$ cat config.mk
export PLATFORM = sky130hd
export DESIGN_NAME = temporal_encoder
export DESIGN_NICKNAME = d
export VERILOG_FILES = /design/src/rtl/temporal_pkg.sv /design/src/rtl/temporal_encoder_pulse_gen.sv /design/src/rtl/temporal_encoder.sv
export SDC_FILE = /design/constraint.sdc
export NUM_CORES = 1
export LEC_CHECK = 0
export BUFFER_PORTS_ARGS = -buffer_cell sky130_fd_sc_hd__buf_2
export CAP_MARGIN = 0
export CORE_MARGIN = 2
export CORE_UTILIZATION = 50
export CTS_BUF_LIST = sky130_fd_sc_hd__clkbuf_8
export DETAILED_ROUTE_END_ITERATION = 10
export HOLD_SLACK_MARGIN = 0.12
export MAX_ROUTING_LAYER = met4
export PLACE_DENSITY = 0.8
export SYNTH_ARGS = -nofsm -noshare
export SYNTH_HDL_FRONTEND = slang
export SYNTH_HIERARCHICAL = 1
export SYNTH_SLANG_ARGS = --single-unit
$ cat constraint.sdc
create_clock -name aclk -period 1.95 [get_ports aclk]
set_clock_uncertainty 0.2 [all_clocks]
set_input_delay 0.585 -clock aclk [delete_from_list [all_inputs] [get_ports aclk]]
set_output_delay 0.585 -clock aclk [all_outputs]
set_load 0.01 [all_outputs]
$ cat src/rtl/temporal_pkg.sv
// Types shared by the temporal encoder and the downstream temporal decoder.
package temporal_pkg;

    // Gamma-cycle sequencer states.
    typedef enum logic [1:0] {
        IDLE  = 2'd0,
        SETUP = 2'd1,
        RUN   = 2'd2
    } enc_state_t;

endpackage

$ cat src/rtl/temporal_encoder_pulse_gen.sv
// Per-channel spike generator: latches one channel's value on load and raises
// a registered spike while the gamma counter sits inside [v, v+PW-1].
module pulse_gen
    import temporal_pkg::*;
#(
    parameter int GAMMA_CYCLE_WIDTH = 16,
    parameter int PULSE_WIDTH       = 8,
    parameter int VAL_W             = $clog2(GAMMA_CYCLE_WIDTH)
) (
    input  logic             aclk,
    input  logic             grst,
    input  logic             load,
    input  logic [VAL_W-1:0] value,
    input  logic             nospike,
    input  logic [VAL_W-1:0] gcnt,
    input  logic             run,
    output logic             spike
);

    // One extra bit keeps v+PW-1 from wrapping; the pulse is truncated for
    // free because gcnt never exceeds G-1.
    localparam logic [VAL_W:0] PW_M1 = (VAL_W+1)'(PULSE_WIDTH - 1);

    logic [VAL_W-1:0] value_q;
    logic             nospike_q;
    logic [VAL_W:0]   win_lo;
    logic [VAL_W:0]   win_hi;
    logic [VAL_W:0]   t_ext;
    logic             hit;

    assign win_lo = {1'b0, value_q};
    assign win_hi = win_lo + PW_M1;
    assign t_ext  = {1'b0, gcnt};
    assign hit    = run && !nospike_q && (t_ext >= win_lo) && (t_ext <= win_hi);

    // Latch the channel value on accept; gcnt/run arrive as next-cycle values
    // so the spike register lines up with the counter.
    always_ff @(posedge aclk) begin
        if (grst) begin
            value_q   <= '0;
            nospike_q <= 1'b1;
            spike     <= 1'b0;
        end else begin
            if (load) begin
                value_q   <= value;
                nospike_q <= nospike;
            end
            spike <= hit;
        end
    end

endmodule

$ cat src/rtl/temporal_encoder.sv
// Race-logic temporal encoder: plays each accepted vector as one gamma cycle
// (a one-cycle set pulse, then G RUN cycles with per-channel spikes).
//
// state | meaning
// IDLE  | waiting for a vector, in_ready high
// SETUP | set pulse out, downstream latches arming
// RUN   | gcnt counts 0..G-1, spikes play out; ready again on the last cycle
module temporal_encoder
    import temporal_pkg::*;
#(
    parameter int GAMMA_CYCLE_WIDTH = 16,
    parameter int PULSE_WIDTH       = 8,
    parameter int NUM_CH            = 2,
    parameter int VAL_W             = $clog2(GAMMA_CYCLE_WIDTH)
) (
    input  logic                    aclk,
    input  logic                    grst,
    input  logic                    in_valid,
    output logic                    in_ready,
    input  logic [NUM_CH*VAL_W-1:0] in_value,
    input  logic [NUM_CH-1:0]       in_nospike,
    output logic                    set,
    output logic [NUM_CH-1:0]       spike,
    output logic                    gamma_last
);

    localparam logic [VAL_W-1:0] G_LAST = VAL_W'(GAMMA_CYCLE_WIDTH - 1);

    enc_state_t       state;
    enc_state_t       state_nxt;
    logic [VAL_W-1:0] gcnt;
    logic [VAL_W-1:0] gcnt_nxt;
    logic             accept;
    logic             run_nxt;

    assign in_ready = !grst && ((state == IDLE) || ((state == RUN) && (gcnt == G_LAST)));
    assign accept   = in_valid && in_ready;
    assign run_nxt  = (state_nxt == RUN);

    // Next-state and gamma counter update.
    always_comb begin
        state_nxt = state;
        gcnt_nxt  = gcnt;
        unique case (state)
            IDLE: begin
                if (accept) state_nxt = SETUP;
            end
            SETUP: begin
                state_nxt = RUN;
                gcnt_nxt  = '0;
            end
            RUN: begin
                if (gcnt != G_LAST) begin
                    gcnt_nxt = gcnt + 1'b1;
                end else begin
                    gcnt_nxt  = '0;
                    state_nxt = accept ? SETUP : IDLE;
                end
            end
            default: begin
                state_nxt = IDLE;
                gcnt_nxt  = '0;
            end
        endcase
    end

    // State register plus registered set / gamma_last derived from next state.
    always_ff @(posedge aclk) begin
        if (grst) begin
            state      <= IDLE;
            gcnt       <= '0;
            set        <= 1'b0;
            gamma_last <= 1'b0;
        end else begin
            state      <= state_nxt;
            gcnt       <= gcnt_nxt;
            set        <= (state_nxt == SETUP);
            gamma_last <= run_nxt && (gcnt_nxt == G_LAST);
        end
    end

    for (genvar i = 0; i < NUM_CH; i++) begin : g_ch
        pulse_gen #(
            .GAMMA_CYCLE_WIDTH(GAMMA_CYCLE_WIDTH),
            .PULSE_WIDTH      (PULSE_WIDTH),
            .VAL_W            (VAL_W)
        ) u_pulse_gen (
            .aclk   (aclk),
            .grst   (grst),
            .load   (accept),
            .value  (in_value[i*VAL_W +: VAL_W]),
            .nospike(in_nospike[i]),
            .gcnt   (gcnt_nxt),
            .run    (run_nxt),
            .spike  (spike[i])
        );
    end

endmodule

==> metrics list <==
- After routing, the total negative slack on setup checks comes to -0.432 ns.
- In this run, synthesis produced a sequential element count of 20.
- Highest net fanout along the worst path: 6
* Distinct cell type count of the synthesized netlist: 29
- After clock tree synthesis, the clock-pin slew on the worst setup and hold paths is approximately 0.07 ns.
- Wire per inst: around 14 um
* Antenna violation net count after detailed routing: 0
- Counting along the longest clock path gives a buffer depth of 2.
- Synth top area share: approximately 32%
- Shortest period the worst path allows: about 2.1 ns
- Total half-perimeter wirelength after legalization and detailed placement: between 2000 and 2500 um
- Clock root cell: clkbuf_8
- Outcome: finished with violations
- Crit share post-route: 108%
* Drt total wl: 2870 um
- Via count of the first global-routing pass: around 1,100
- Fraction of the yosys area taken by sequential cells: 32.2%
- Basic-gate share of the synthesized area counting and, or, nand and nor cells: 18.1%
* Total leakage power: 0.000696 uW
- The synthesized netlist devotes 4.23% of its cell area to XOR and XNOR gates.
- Post-synthesis mux area share: 7.24%
* Worst Setup Path Type: reg -> out
- Routability cong.: 0.836
* Initial DRC Count: 25
- Data arrival, critical path: 1.32 ns
- Growth of design area from synthesis to finish: 35.3%
* Synth Area in Adders: 19.1%
* Synthesized cell area: between 1000 and 1500 um2
* Number of max-cap violations: 0
- DRC violations left: 0
- Horizontal die dimension: 53.9 um
- Post-synthesis net count: 171
- In this run the mean area of a mapped cell was 8.95 um2.
* CTS tree: built
- Setup crit end kind: primary output
- For the pin with the worst max-slew slack, the measured transition is 0.441 ns.
- Maximum ir drop on the vdd rail: ~0.0005 V
- Io pins: 18
* Total count of max-transition violations in the final report: 0
- Once the floorplan was initialized, standard cells occupied 51.6% of the core.
* WP data required: 1.16 ns
- In the synthesized netlist, the number of instances is 139.
- Compound-Gate Fraction of Synth Area: 13.4%
- Global routing used 22.0% of the available tracks across all layers.
* Setup repair after global routing missed its margin: true
* Count of H-tree levels built during CTS: 1
- Buffers placed on the I/O ports in this run total 17.
- Most frequent cells in the layout: 16 x dfxtp_1, 16 x buf_2, 14 x ha_1
- By area, the combinational part of the netlist is dominated by adder cells.
* Diode insertion count for antenna repair: 0
- Headroom to the max-slew limit: a little over two thirds
* Number of hold-slack violations in the final timing report: 0
- STA classifies the critical path startpoint as a flip-flop.
- First-pass iteration count of the detailed router: 4
* Clock latency of the later-clocked register in the worst-skew pair: ~0.26 ns
- In this run the core area contains 18 standard-cell rows.
* Layout Cell Area excl Fill: ~1700 um2
- Placeable core region: 2410 um2
- Yosys attributes the largest share of cell area to dfxtp_1 32%, ha_1 19%, mux2i_1 7.2%.
- Remaining global-route overflow: 0
- Number of enable-type register cells in the synthesized netlist: 0
* Async set-or-reset flop fraction in the synthesized netlist: 0%
- Max Clk Rate: 474 MHz
- Number of setup violations in the final report: 3
- The post-route netlist has 38.8% of its cells at a drive strength greater than 1.
- The checks that failed: setup timing.
- Net count reported at finish: 204
- Total clock buffers created by CTS: 3
* Number of fill cells in the layout: 177
- After detailed routing, the number of vias per cell comes to 5.41.
- Number of vias in the routed layout: 1,082
* Die ar.: just under 3000 um2
- Global-route wire length before repair: 4360 um
- Number of clock sinks: 20
* Worst path setup slack after routing: -0.158 ns
- In the synthesized netlist the dominant register cell turns out to be dfxtp_1.
* Height of the die: 53.9 um
- Antenna violations before repair: 0
* Class of the worst hold path: reg -> reg
- In this run the cell area measured after placement is around 1500 um2.
- Post-synthesis cell type with the largest combined area: dfxtp_1
* Largest net degree at the start of global routing: 17
- Power density relative to cell area: 559 nW/um2
- Synthesis Warnings: 6
## through the flow
stage / util [%] / worst slack [ns] / hold WS, ns / power, uW / instances
2_1_floorplan: - / -0.00147 / 0.260 / 576 / 139
3_3_place_gp: 61.6 / -0.0987 / 0.277 / 625 / 194
3_5_place_dp: 61.6 / -0.156 / 0.290 / 635 / 194
4_1_cts: 66.7 / -0.149 / 0.298 / 924 / 199
5_1_grt: 69.8 / -0.216 / 0.314 / 992 / 200
6_report: 69.8 / -0.158 / 0.310 / 941 / 200
## final cells by class
class / instances / area (um2) / area share (%)
Multi-Input combinational cell: 103 / 923 / 54.9
Sequential cell: 20 / 415 / 24.7
Timing Repair Buffer: 32 / 220 / 13.1
Inverter: 12 / 45.0 / 2.68
Clock buffer: 3 / 41.3 / 2.45
Tap cell: 30 / 37.5 / 2.23
## registers in the layout (all words and copies together), names as in the netlist
name,flops
gamma_last,1
state,2
g_ch.u_pulse_gen/nospike_q,2
gcnt,4
g_ch.u_pulse_gen/spike,2
set,1
g_ch.u_pulse_gen/value_q,8
## per-layer routing
layer,GRT usage [%],vias up,wire (um)
li1,-,540,-
met1,21.6,504,1110
met2,39.6,30,1560
met3,6.67,8,126
met4,9.83,0,70
met5,-,-,0
## worst max-delay path, stage by stage (launching register included)
cell      delay, ns
dfxtp_4        0.39
ha_4           0.17
nand3_4        0.08
buf_6          0.13
a21boi_4       0.16
buf_6          0.12
## worst paths after layout
path	startpoint	slack [ns]	cells after the start	end
worst min-delay path	gcnt[0]	0.31	1	gamma_last
worst max register to register	gcnt[0]	-0.14	8	g_ch[1].u_pulse_gen/spike
worst max-delay path	gcnt[0]	-0.16	5	in_ready
worst min register to register	gcnt[0]	0.31	1	gamma_last
## synthesized netlist by cell type (2+ instances only)
library cell and n:
dfxtp_1 20, ha_1 19, nor2_1 14, inv_1 12, mux2i_1 9, nand2_1 9, a21oi_1 8, nor2b_1 6
nor3_1 6, xnor2_1 4, and2_1 3, buf_2 3, o21ai_0 3, a211o_1 2, a211oi_2 2, nor3b_1 2
o21a_1 2, o221a_1 2, o22ai_1 2, xor2_1 2
## where the power goes
group	switching [uW]	internal [uW]
clock network	132	138
registers	20.9	423
logic	109	119
total	262	680
## cells by family after synthesis
group | after synthesis
AO/OA/AOI/OAI | 23
adder cells (fa/ha/maj) | 19
flip-flops | 20
buffers and inverters | 16
multiplexers | 9
XOR/XNOR | 6
AND/OR/NAND/NOR | 46
## what timing repair did
| item | 4_1_cts | 5_1_grt |
|---|---|---|
| buffers inserted | 3 | 1 |
| gates resized for setup | 14 | 15 |
| hold buffers | 0 | 0 |
| endpoints found under the setup margin | 3 | 3 |
| pin swaps | 14 | 7 |
Note: power is estimated with default switching activity, not from simulation.
